===== src/rtl/fetch_unit.sv =====
// Instruction fetch stage: issues PC reads to instruction memory, waits out slow
// responses, and folds in redirects and HALT before handing words to the IF/ID latch.
module fetch_unit #(
    parameter logic [15:0] RESET_PC  = 16'h0000,
    parameter logic [15:0] NOP_INSTR = 16'h0800
) (
    input  logic        clk,
    input  logic        rst,
    input  logic        stall_in,
    input  logic        redirect_in,
    input  logic [15:0] redirect_pc_in,
    input  logic        halt_in,
    output logic        mem_rd_out,
    output logic [15:0] mem_addr_out,
    input  logic [15:0] mem_data_in,
    input  logic        mem_done_in,
    output logic [15:0] instruction_out,
    output logic [15:0] pc_plus2_out,
    output logic        imem_stall_out,
    output logic        fetch_valid_out,
    output logic        halted_out
);

    typedef enum logic [1:0] {
        FETCH  = 2'd0,
        WAIT   = 2'd1,
        HALTED = 2'd2
    } state_t;

    state_t      state, state_next;
    logic [15:0] pc, pc_next;
    logic        redirect_pending, redirect_pending_next;
    logic [15:0] redirect_target, redirect_target_next;
    logic        halt_pending, halt_pending_next;

    logic        rd_req;
    logic        valid;
    logic        stall;
    logic [15:0] redirect_addr;
    logic [15:0] pc_inc;

    assign redirect_addr = redirect_pc_in & 16'hFFFE;
    assign pc_inc        = pc + 16'd2;

    always_ff @(posedge clk or negedge rst) begin
        if (!rst) begin
            state            <= FETCH;
            pc               <= RESET_PC;
            redirect_pending <= 1'b0;
            redirect_target  <= 16'h0000;
            halt_pending     <= 1'b0;
        end else begin
            state            <= state_next;
            pc               <= pc_next;
            redirect_pending <= redirect_pending_next;
            redirect_target  <= redirect_target_next;
            halt_pending     <= halt_pending_next;
        end
    end

    // Redirect beats halt beats stall; a redirect or halt in FETCH issues no read.
    always_comb begin
        state_next            = state;
        pc_next               = pc;
        redirect_pending_next = redirect_pending;
        redirect_target_next  = redirect_target;
        halt_pending_next     = halt_pending;
        rd_req                = 1'b0;
        valid                 = 1'b0;
        stall                 = 1'b0;

        case (state)
            FETCH: begin
                if (redirect_in) begin
                    pc_next = redirect_addr;
                end else if (halt_in) begin
                    state_next = HALTED;
                end else if (!stall_in) begin
                    rd_req = 1'b1;
                    if (mem_done_in) begin
                        valid   = 1'b1;
                        pc_next = pc_inc;
                    end else begin
                        stall      = 1'b1;
                        state_next = WAIT;
                    end
                end
            end

            WAIT: begin
                stall = !mem_done_in;
                if (redirect_in) begin
                    redirect_pending_next = 1'b1;
                    redirect_target_next  = redirect_addr;
                    halt_pending_next     = 1'b0;
                end else if (halt_in && !redirect_pending) begin
                    halt_pending_next = 1'b1;
                end

                // The read in flight finishes here; cancelled words are dropped.
                if (mem_done_in) begin
                    redirect_pending_next = 1'b0;
                    redirect_target_next  = 16'h0000;
                    halt_pending_next     = 1'b0;
                    if (redirect_in) begin
                        pc_next    = redirect_addr;
                        state_next = FETCH;
                    end else if (redirect_pending) begin
                        pc_next    = redirect_target;
                        state_next = FETCH;
                    end else if (halt_in || halt_pending) begin
                        state_next = HALTED;
                    end else begin
                        valid      = 1'b1;
                        pc_next    = pc_inc;
                        state_next = FETCH;
                    end
                end
            end

            HALTED: begin
                state_next = HALTED;
            end

            default: begin
                state_next = FETCH;
            end
        endcase
    end

    // Outputs are gated by rst so the unit stays quiet while reset is held.
    assign mem_rd_out      = rst && rd_req;
    assign fetch_valid_out = rst && valid;
    assign imem_stall_out  = rst && stall;
    assign halted_out      = rst && (state == HALTED);
    assign instruction_out = fetch_valid_out ? mem_data_in : NOP_INSTR;
    assign mem_addr_out    = pc;
    assign pc_plus2_out    = pc_inc;

endmodule


===== config.mk =====
export PLATFORM = sky130hd
export DESIGN_NAME = fetch_unit
export DESIGN_NICKNAME = d
export VERILOG_FILES = /design/src/rtl/fetch_unit.sv
export SDC_FILE = /design/constraint.sdc
export NUM_CORES = 1
export LEC_CHECK = 0
export ABC_CLOCK_PERIOD_IN_PS = 2500
export CAP_MARGIN = 20
export CORE_AREA = 2 2 64 111
export DETAILED_ROUTE_END_ITERATION = 16
export DIE_AREA = 0 0 66 113
export PLACE_DENSITY = 0.65
export SETUP_SLACK_MARGIN = 0.4
export SLEW_MARGIN = 20
export SYNTH_ARGS = -nofsm -noshare
export SYNTH_HDL_FRONTEND = slang
export SYNTH_SLANG_ARGS = --single-unit
export TNS_END_PERCENT = 10

===== constraint.sdc =====
create_clock -name clk -period 2.5 [get_ports clk]
set_input_delay 0.25 -clock clk [delete_from_list [all_inputs] [get_ports clk]]
set_output_delay 0.25 -clock clk [all_outputs]
set_load 0.01 [all_outputs]

# After elaboration in Yosys (flattened, before gate mapping)

Cells that the tools add are included.

$add $sub $neg: 1
$mul: 0
Divide/modulo/power cells: 0
Order comparisons: 0
Equality and inequality tests: 10
Shift-type cells: 0
Mux-type cells: 44
Bitwise logic cells: 0
Reductions and logical operators: 16

Operator list:

| cell                  | count |
|---|---|
| $mux 16               | 11 |
| $pmux 16 s2           | 1 |
| $mux 1                | 21 |
| $add 16x2->16 const B | 1 |
| $mux 2                | 8 |
| $ne 3x3->1 const B    | 5 |
| $pmux 2 s3            | 1 |
| $reduce_and 6->1      | 1 |
| $logic_and 1x1->1     | 5 |
| $ne 2x2->1 const B    | 2 |
| $ne 4x4->1 const B    | 1 |
| $pmux 1 s2            | 2 |
| $reduce_and 2->1      | 2 |
| $reduce_and 4->1      | 1 |
| $reduce_bool 2->1     | 2 |
| $reduce_bool 3->1     | 1 |
| $eq 2x1->1 const B    | 1 |
| $eq 2x2->1 const B    | 1 |
| $logic_not 1->1       | 2 |
| $logic_not 2->1       | 1 |
| $logic_or 1x1->1      | 1 |

Bits in registers: 36
Bits in latches: 0
Bits in writable memories: 0
Bits in read-only memories: 0
Input bits: 38
Output and inout port bits: 52
Word-level logic and storage cells: 76
Memories kept: 0

# Depth between registers and ports, before layout

Gate-level depths: netlist of the first run.

Depth after elaboration: 8
Depth in mapped cells: 7
Mapped depth without buffers: 6

# Worst setup path after synthesis of the first run

No wires, ideal clock.

Path kind: reg-to-output
Start: register state[1]
End: output port instruction_out[10]
Arrival: 1.819 ns
Required time: 2.250 ns
Slack: 0.431 ns
Cell stages (with the launch flop): 8
Buffers on the path: 2
Cells stage by stage: dfrtp_1 -> buf_2 -> or4_4 -> nor2_4 -> a21oi_1 -> and4bb_2 -> buf_6 -> and2_1

Cells in the longest elaborated chain, start to end: 4
Elaborated cells between the ends (all ways): 5
Classes of those cells: eq/ne: 1; mux: 2; reduce/logical: 2

RTL lines:

| what                                          | RTL line | RTL |
|---|---|---|
| start: declaration                            | 30       | `state_t state, state_next;` |
| start signal: assignment                      | 53       | `state <= state_next;` |
| $eq 2x1->1 or $logic_not 2->1 (tied branches) | 72       | `case (state)` |
| $pmux 1 s2 (*)                                | 72       |  |
| $logic_and 1x1->1 (*)                         | 133      | `assign fetch_valid_out = rst && valid;` |
| via fetch_valid_out                           | 20       | `output logic fetch_valid_out,` |
| $mux 16 (*)                                   | 136      | `assign instruction_out = fetch_valid_out ? mem_data_in : NOP_INSTR;` |
| end: declaration                              | 17       | `output logic [15:0] instruction_out,` |

Mark *: on every way through the listed nets, which the timed path passes. The rest lies on a longest branch.

# Worst setup path in the final report of the first run

Start: register state[1]
End: output port instruction_out[6]

Cells in the longest elaborated chain, start to end: 4
Elaborated cells between the ends (all ways): 5
Classes of those cells: eq/ne: 1; mux: 2; reduce/logical: 2

RTL lines:

| what                                          | RTL line |
|---|---|
| $eq 2x1->1 or $logic_not 2->1 (tied branches) | 72 |
| $pmux 1 s2 (*)                                | 72 |
| $logic_and 1x1->1 (*)                         | 133 |
| $mux 16 (*)                                   | 136 |

Mark *: on every way between the ends. The rest lies on a longest branch, timed or not.

==> impl_metrics.tcl, run 1 <==
set metrics [dict create \
    core_area_mm2 0.00654 \
    grt_max_degree 40 \
    syn-instance-count 274 \
    outcome "finished clean" \
    overflow 0 \
    r2r-start "state[1]" \
    dpl_worst_slack_ns -0.255 \
    area_delta_synth_final_pct 60.5 \
    initial_core_util_pct 33.9 \
    via_per_inst 5.28 \
    slew_violations 0 \
    min-delay-start "redirect_target[1]" \
    crit_path_top_delay_cell "or4_4" \
    hold_depth 2 \
    worstRegToRegCells 6 \
    path_cells "or4_4 > nor2_4 > a21oi_2 > and4bb_4 > buf_6 > buf_6 > and2_4 > buf_6" \
    grt_pass1_vias 2418 \
    num_vias 2438 \
    routed_wl_mm 7.19 \
    diodes 0 \
    max-clock-path-buffers 2 \
    path_class "register to output pin" \
    fp.dieW_um 66 \
    fin_skew_ns 0.00636 \
    drc 0 \
    power_mw 2.81 \
    cp_slowest_stage_delay_ns 0.53 \
    crit_required_ns 2.25 \
    async_flop_share_pct 100 \
    root_buffer "clkbuf_16" \
    worstPathMaxFanout 5 \
    min_path_type "register to register" \
    clkSinkCount 34 \
    io_buffers 86 \
    p_leak_nw 1.53 \
    ios 90 \
    drive_gt1_share_pct 21.3 \
    power_density_mw_per_mm2 789 \
    die_area_mm2 0.00746 \
    firstDrtPassIters 4 \
    grtUsageTotal_pct 20.3 \
    syn_area_mm2 0.00222 \
    ctsHtreeMaxLevel 2 \
    synth_edf_count 0 \
    finalCriticalPeriod_ns 2.35 \
    wl_per_cell_um 15.6 \
    most-common-layout-cells "clkdlybuf4s50_1 (65), nor2_1 (35), nand2_1 (30)" \
    ys_seq_area_share_pct 38.4 \
    ys_ff_latch 34 \
    peakVddDrop_mv 0.337 \
    maxCapViolations 0 \
    clock_latency_ns 0.28 \
    antenna_found_initial 0 \
    ant_nets 0 \
    cp-end-kind "output pin" \
    cts_made_buffers 5 \
    core.rowCount 39 \
    grt_pass1_wl_mm 11.7 \
    synth.avg_cell_area_um2 8.09 \
    clk_pin_slew_worst_paths_ns 0.05 \
    period_share_pct 94.0 \
    setup_viol 0 \
    r2r-end "mem_addr_out[11]" \
    hold_end "redirect_target[1]" \
    hold_viol 0 \
    design_area_mm2 0.00356 \
    critPathLaunchType "register" \
    cp_data_arrival_time_ns 2.10 \
    yosysUniqueCellTypes 46 \
    dpl_cell_area_mm2 0.00327 \
    r2r_slack_ns 0.59 \
    gp_congestion 0.850 \
    ys.flop_type "dfrtp_1" \
    cp_num_buf_inv 3 \
    cts_tree "built" \
    final_util_pct 54.4 \
    drtIter0Drc 124 \
    final_nets 420 \
    fmax_mhz 426 \
    ys_warn_count 0 \
    fin_ws_ns 0.151 \
    rsz0062_at_grt "true" \
    fp.dieH_um 113 \
    final_common_cell "clkdlybuf4s50_1" \
    hpwlAfterDp_mm 5.04 \
    crit_family "simple AND/OR/NAND/NOR gates" \
    cp_common_cell "buf_6" \
]
[repair_timing]
item | 4_1_cts | 5_1_grt
pin swaps | 10 | 7
setup buffers | 8 | 2
hold buffers | 0 | 0
resized for setup | 75 | 17
endpoints found under the setup margin | 30 | 30
gates cloned | 2 | 0
[area by class of cell]
class | instances | area [µm²]
multi-input cells | 217 | 1350
flip-flops and latches | 34 | 860
well taps | 82 | 103
clock buffers | 6 | 139
fillers | 645 | 2980
repair buffers | 118 | 1090
inverters | 5 | 18.8
[cells by family after synthesis]
family	Yosys count	synth area share [%]
xor+xnor	13	5.14
other cells	1	0.169
fa+ha+maj	1	0.565
mux	4	1.92
buf+inv	26	5.25
simple gates	124	28.1
flops	34	38.4
compound gates	71	20.4
[sequential cells by signal, summed over array words and instances, names as in the netlist]
register	flops
mem_addr_out	15
redirect_target	15
state	2
halt_pending	1
redirect_pending	1
[worst min-delay path, cell delays in order (launching register included)]
cell	delay, ns
dfrtp_1	0.35
nand2_1	0.05
o21ai_0	0.06
[layer usage]
| layer | share of wire [%] | up-vias | wire length [µm] | GRT usage, % |
|---|---|---|---|---|
| li1 | - | 1175 | - | - |
| met3 | 4.2 | 9 | 304 | 2.98 |
| met4 | 2.0 | 0 | 146 | 8.03 |
| met1 | 38 | 1171 | 2760 | 22.6 |
| met5 | 0 | - | 0 | 0 |
| met2 | 55 | 83 | 3970 | 37.6 |
[worst max path at each step]
| stage | start | endpoint | slack [ns] | cells past startpoint |
|---|---|---|---|---|
| final | state[1] | instruction_out[6] | 0.15 | 8 |
| after global routing | mem_addr_out[5] | pc_plus2_out[13] | 0.07 | 4 |
| after CTS | state[0] | instruction_out[9] | 0.09 | 8 |
| after detailed placement | redirect_in | instruction_out[4] | -0.25 | 7 |
| after global placement | redirect_in | instruction_out[6] | -0.20 | 7 |
| after floorplan | state[1] | instruction_out[10] | 0.43 | 7 |
[cell usage after synthesis, drive strengths merged, types with 2 or more instances]
cell type	n	area share, %
o311ai	2	0.79
mux2i	2	0.90
nand4	4	1.1
nor3b	2	0.68
or3	3	0.85
nand3	9	2.0
o21ai	26	5.9
and2	17	4.8
nor4	4	1.1
clkbuf	13	2.2
xor2	9	3.6
buf	8	2.2
xnor2	4	1.6
mux2	2	1.0
a31oi	10	2.8
a21oi	12	2.7
inv	5	0.85
dfrtp	34	38
nand2	30	5.1
or4	2	0.85
nor2	36	6.4
and3	3	0.85
o21a	2	0.68
a2bb2oi	12	4.7
nor3	5	1.1
nand2b	3	0.85
[where the power goes]
part	internal (mW)	switching, mW	total (mW)	leakage (nW)
Clock	0.385	0.218	0.602	0.0688
Sequential	0.679	0.180	0.859	0.343
Combinational	0.762	0.583	1.35	1.12
[per-stage QoR]
stage / cells / setup TNS (ns) / hold WS, ns
floorplan: 275 / 0 / -0.0456
global placement: 444 / -3.12 / 0.480
detailed placement: 444 / -3.89 / 0.495
CTS: 460 / 0 / 0.507
global route: 462 / 0 / 0.538
finish: 462 / 0 / 0.502
Note: power is estimated with default switching activity, not from simulation.
==> run 2, diff against run 1 <==
--- a/config.mk
+++ b/config.mk
@@ -5,7 +5,7 @@
 export SDC_FILE = /design/constraint.sdc
 export NUM_CORES = 1
 export LEC_CHECK = 0
-export ABC_CLOCK_PERIOD_IN_PS = 2500
+export ABC_CLOCK_PERIOD_IN_PS = 2700
 export CAP_MARGIN = 20
 export CORE_AREA = 2 2 64 111
 export DETAILED_ROUTE_END_ITERATION = 16
==> constraint.sdc (replaced) <==
create_clock -name clk -period 2.7 [get_ports clk]
set_input_delay 0.27 -clock clk [delete_from_list [all_inputs] [get_ports clk]]
set_output_delay 0.27 -clock clk [all_outputs]
set_load 0.01 [all_outputs]
==> impl_metrics.tcl, run 2 (same netlist as run 1, synthesis figures left out) <==
set metrics [dict create \
    drive_gt1_share_pct 15.6 \
    ant_nets 0 \
    slew_headroom_pct 26.6 \
    grt_use_met1_pct 21.9 \
    gp_congestion 0.804 \
    most-common-layout-cells "clkdlybuf4s50_1 (66), nor2_1 (33), dfrtp_1 (32)" \
    critPathLaunchType "register" \
    grt-busiest-layer "met2" \
    drc 0 \
    cts_tree "built" \
    rsz0062_at_grt "true" \
    instances_no_fill 460 \
    p_leak_nw 1.54 \
    dp.cells 439 \
    final_nets 416 \
    cp_slowest_stage_delay_ns 0.58 \
    grtUsageMet3_pct 2.68 \
    clkSinkCount 34 \
    final_common_cell "clkdlybuf4s50_1" \
    ctsHoldBuffers 0 \
    grt_pass1_vias 2354 \
    grt_pass1_wl_mm 11.5 \
    swShare_pct 34.7 \
    crit_path_top_delay_cell "clkdlybuf4s50_1" \
    final_util_pct 53.8 \
    period_share_pct 93.1 \
    hold_viol 0 \
    clk_pin_slew_worst_paths_ns 0.05 \
    die_area_mm2 0.00746 \
    fp.dieH_um 113 \
    slew_violations 0 \
    core.rowCount 39 \
    finalCriticalPeriod_ns 2.51 \
    fp.dieW_um 66 \
    globalRouteMet2Util_pct 37.0 \
    power_mw 2.56 \
    ios 90 \
    outcome "finished clean" \
    dpl_worst_slack_ns -0.0925 \
    fmax_mhz 398 \
    drtIter0Drc 171 \
    worstRegToRegCells 4 \
    via_per_inst 5.36 \
    io_buffers 86 \
    ctsHtreeMaxLevel 2 \
    grtUsageTotal_pct 19.7 \
    max-clock-path-buffers 2 \
    final.setup.tns_ns 0 \
    wl_per_cell_um 15.6 \
    peakVddDrop_mv 0.263 \
    p_seq_share_pct 30.9 \
    root_buffer "clkbuf_16" \
    p_comb_share_pct 46.9 \
    design_area_mm2 0.00352 \
    setup_viol 0 \
    intPower_mw 1.67 \
    worstPathMaxFanout 7 \
    firstDrtPassIters 4 \
    overflow 0 \
    antenna_found_initial 0 \
    path_cells "nand3_1 > nor4_1 > xor2_1 > clkdlybuf4s50_1" \
    initial_core_util_pct 33.9 \
    r2r_slack_ns 0.80 \
    routed_wl_mm 7.19 \
    cp-end-kind "output pin" \
    core_area_mm2 0.00654 \
    maxCapViolations 0 \
    grt_max_degree 40 \
    power_density_mw_per_mm2 728 \
    num_vias 2466 \
    p_sw_mw 0.889 \
    path_class "register to output pin" \
    dpl_cell_area_mm2 0.00322 \
    clock_latency_ns 0.27 \
    fin_skew_ns 0.00461 \
    worstMarginPinSlew_ns 1.10 \
    crit_required_ns 2.43 \
    hold_ws_ns 0.491 \
    min_path_type "input port to asynchronous set/reset pin" \
    fin_ws_ns 0.186 \
    cts_made_buffers 5 \
    diodes 0 \
    cp_data_arrival_time_ns 2.24 \
    p_clk_share_pct 22.2 \
    hpwlAfterDp_mm 4.94 \
    area_delta_synth_final_pct 58.7 \
]
-- run 2: worst paths after layout --
check,from,end
max,mem_addr_out[5],pc_plus2_out[14]
min,rst,state[1]
max in group asynchronous,rst,mem_addr_out[2]
min in group clk,redirect_target[7],redirect_target[7]
max reg2reg,state[1],redirect_target[6]
min reg2reg,redirect_target[7],redirect_target[7]
-- run 2: worst max-delay path, delay by kind of cell, from the launching register on --
| kind | cells | cell delay, ns |
|---|---|---|
| and+or+nand+nor | 2 | 0.64 |
| xor gates and xnor gates | 1 | 0.27 |
| buffers and inverters | 1 | 0.58 |
| DFF | 1 | 0.46 |
-- run 2: final cells by class --
type / count / area, µm²
fill: 654 / 3020
multi-input combinational: 217 / 1330
timing repair buffer: 114 / 1070
sequential: 34 / 853
clock buffer: 7 / 143
tap: 82 / 103
inverter: 5 / 18.8
clock inverter: 1 / 5.00
-- run 2: timing repair --
action / in CTS / in global routing
endpoints found under the hold margin: 0 / 0
resized for setup: 28 / 21
cloned: 2 / 0
endpoints found under the setup margin: 28 / 30
pin swaps: 6 / 6
buffers inserted: 7 / 4
-- run 2: metal layers --
layer  vias up  wire length, µm
met5         -                0
met4         0              150
met3        10              373
met2        95             3980
met1      1181             2690
li1       1180                -
-- run 2: power groups by stage --
stage / Combinational (mW) / Sequential (mW) / Clock, mW
3_5_place_dp: 1.15 / 0.795 / 0
4_1_cts: 1.16 / 0.786 / 0.577
5_1_grt: 1.29 / 0.814 / 0.601
3_3_place_gp: 1.14 / 0.790 / 0
6_report: 1.20 / 0.791 / 0.569
2_1_floorplan: 0.441 / 0.815 / 0
==> run 3, diff against run 2 <==
--- a/config.mk
+++ b/config.mk
@@ -10,7 +10,7 @@
 export CORE_AREA = 2 2 64 111
 export DETAILED_ROUTE_END_ITERATION = 16
 export DIE_AREA = 0 0 66 113
-export PLACE_DENSITY = 0.65
+export PLACE_DENSITY = 0.7
 export SETUP_SLACK_MARGIN = 0.4
 export SLEW_MARGIN = 20
 export SYNTH_ARGS = -nofsm -noshare
==> impl_metrics.tcl, run 3 (same netlist as run 1, synthesis figures left out) <==
set metrics [dict create \
    hold_viol 0 \
    fp.dieW_um 66 \
    grt_pass1_vias 2486 \
    min_path_type "input port to register" \
    grt-busiest-layer "met2" \
    io_buffers 86 \
    ant_nets 0 \
    crit_required_ns 2.43 \
    period_share_pct 94.3 \
    drive_gt1_share_pct 14.0 \
    path_class "register to output pin" \
    clk_pin_slew_worst_paths_ns 0.05 \
    num_vias 2401 \
    slew_headroom_pct 53.9 \
    worstPathMaxFanout 4 \
    via_per_inst 5.29 \
    design_area_mm2 0.00348 \
    gp_congestion 0.809 \
    initial_core_util_pct 33.9 \
    final_nets 412 \
    final_util_pct 53.3 \
    max-clock-path-buffers 2 \
    n_fill_cell 640 \
    globalRouteMet2Util_pct 37.8 \
    slew_violations 0 \
    peakVddDrop_mv 0.330 \
    power_density_mw_per_mm2 724 \
    finalCriticalPeriod_ns 2.55 \
    wl_per_cell_um 15.8 \
    grt_max_degree 40 \
    outcome "finished clean" \
    final_common_cell "clkdlybuf4s50_1" \
    hpwlAfterDp_mm 4.93 \
    grt_pass1_wl_mm 11.8 \
    drtIter0Drc 152 \
    setup_viol 0 \
    grtUsageTotal_pct 20.1 \
    drc 0 \
    area_delta_synth_final_pct 57.2 \
    r2r-start "state[1]" \
    cts_tree "built" \
    firstDrtPassIters 4 \
    cts_made_buffers 5 \
    grtUsageMet3_pct 2.68 \
    rsz0062_at_grt "true" \
    core.rowCount 39 \
    clock_latency_ns 0.28 \
    routed_wl_mm 7.18 \
    ctsHtreeMaxLevel 2 \
    worstRegToRegCells 7 \
    fmax_mhz 393 \
    maxCapViolations 0 \
    worstMarginPinSlew_ns 0.691 \
    antenna_found_initial 0 \
    die_area_mm2 0.00746 \
    hold_end "state[1]" \
    most-common-layout-cells "clkdlybuf4s50_1 (67), nor2_1 (34), dfrtp_1 (34)" \
    r2r_slack_ns 0.48 \
    dpl_worst_slack_ns -0.0979 \
    root_buffer "clkbuf_16" \
    r2r-end "mem_addr_out[11]" \
    fin_skew_ns 0.00344 \
    p_leak_nw 1.52 \
    critPathLaunchType "register" \
    dpl_cell_area_mm2 0.00321 \
    clkSinkCount 34 \
    ios 90 \
    cp_data_arrival_time_ns 2.28 \
    diodes 0 \
    cp-end-kind "output pin" \
    fin_ws_ns 0.155 \
    hold_depth 4 \
    min-delay-start "halt_in" \
    core_area_mm2 0.00654 \
    grt_use_met1_pct 21.8 \
    final.setup.tns_ns 0 \
    fp.dieH_um 113 \
    ctsHoldBuffers 0 \
    overflow 0 \
]
==> run 3: worst max path at each step <==
| stage | cells past startpoint | to | slack, ns | from |
|---|---|---|---|---|
| final | 7 | instruction_out[9] | 0.15 | state[0] |
| after global routing | 7 | instruction_out[9] | 0.09 | state[0] |
| after CTS | 8 | instruction_out[1] | 0.12 | state[0] |
| after detailed placement | 7 | instruction_out[13] | -0.1 | redirect_in |
| after global placement | 7 | instruction_out[7] | -0.06 | redirect_in |
| after floorplan | 7 | instruction_out[10] | 0.61 | state[1] |
==> run 3: stage by stage <==
step | total power, mW | hold slack, ns | instances
floorplan | 1.26 | -0.0256 | 275
detailed placement | 1.95 | 0.498 | 436
CTS | 2.53 | 0.509 | 451
finish | 2.52 | 0.493 | 454
global route | 2.66 | 0.540 | 454
global placement | 1.94 | 0.481 | 436
==> run 3: critical path, cell delays in order (launching register included) <==
cell and delay (ns):
dfrtp_1 0.40, or4_4 0.53, nor2_4 0.14, a21oi_2 0.06, and4bb_2 0.34, buf_4 0.13, and2_1 0.12, dlygate4sd2_1 0.27
==> run 3: final cells by class <==
class / count / area, µm² / area share, %
Clock buffer: 6 / 139 / 3.99
Inverter: 5 / 18.8 / 0.539
Multi-Input combinational cell: 217 / 1320 / 38.0
Sequential cell: 34 / 851 / 24.4
Tap cell: 82 / 103 / 2.95
Timing Repair Buffer: 110 / 1050 / 30.1
==> run 3: report_power, final <==
group | switching, mW | total [mW] | internal [mW] | leakage (nW)
registers | 0.160 | 0.778 | 0.618 | 0.349
clock network | 0.208 | 0.564 | 0.356 | 0.0688
logic | 0.516 | 1.18 | 0.664 | 1.11
total | 0.883 | 2.52 | 1.64 | 1.52
==> run 3: what timing repair did <==
item / CTS / global route
endpoints found under the setup margin: 27 / 30
pin swaps: 3 / 6
gates cloned: 2 / 0
gates resized for setup: 24 / 21
hold endpoints to repair: 0 / 0
buffers inserted: 7 / 3
==> run 3: metal layers <==
metal  vias up  share of wire [%]
li1       1162                  -
met5         -                  0
met3        12                4.4
met4         0                2.3
met2        84                 56
met1      1143                 38
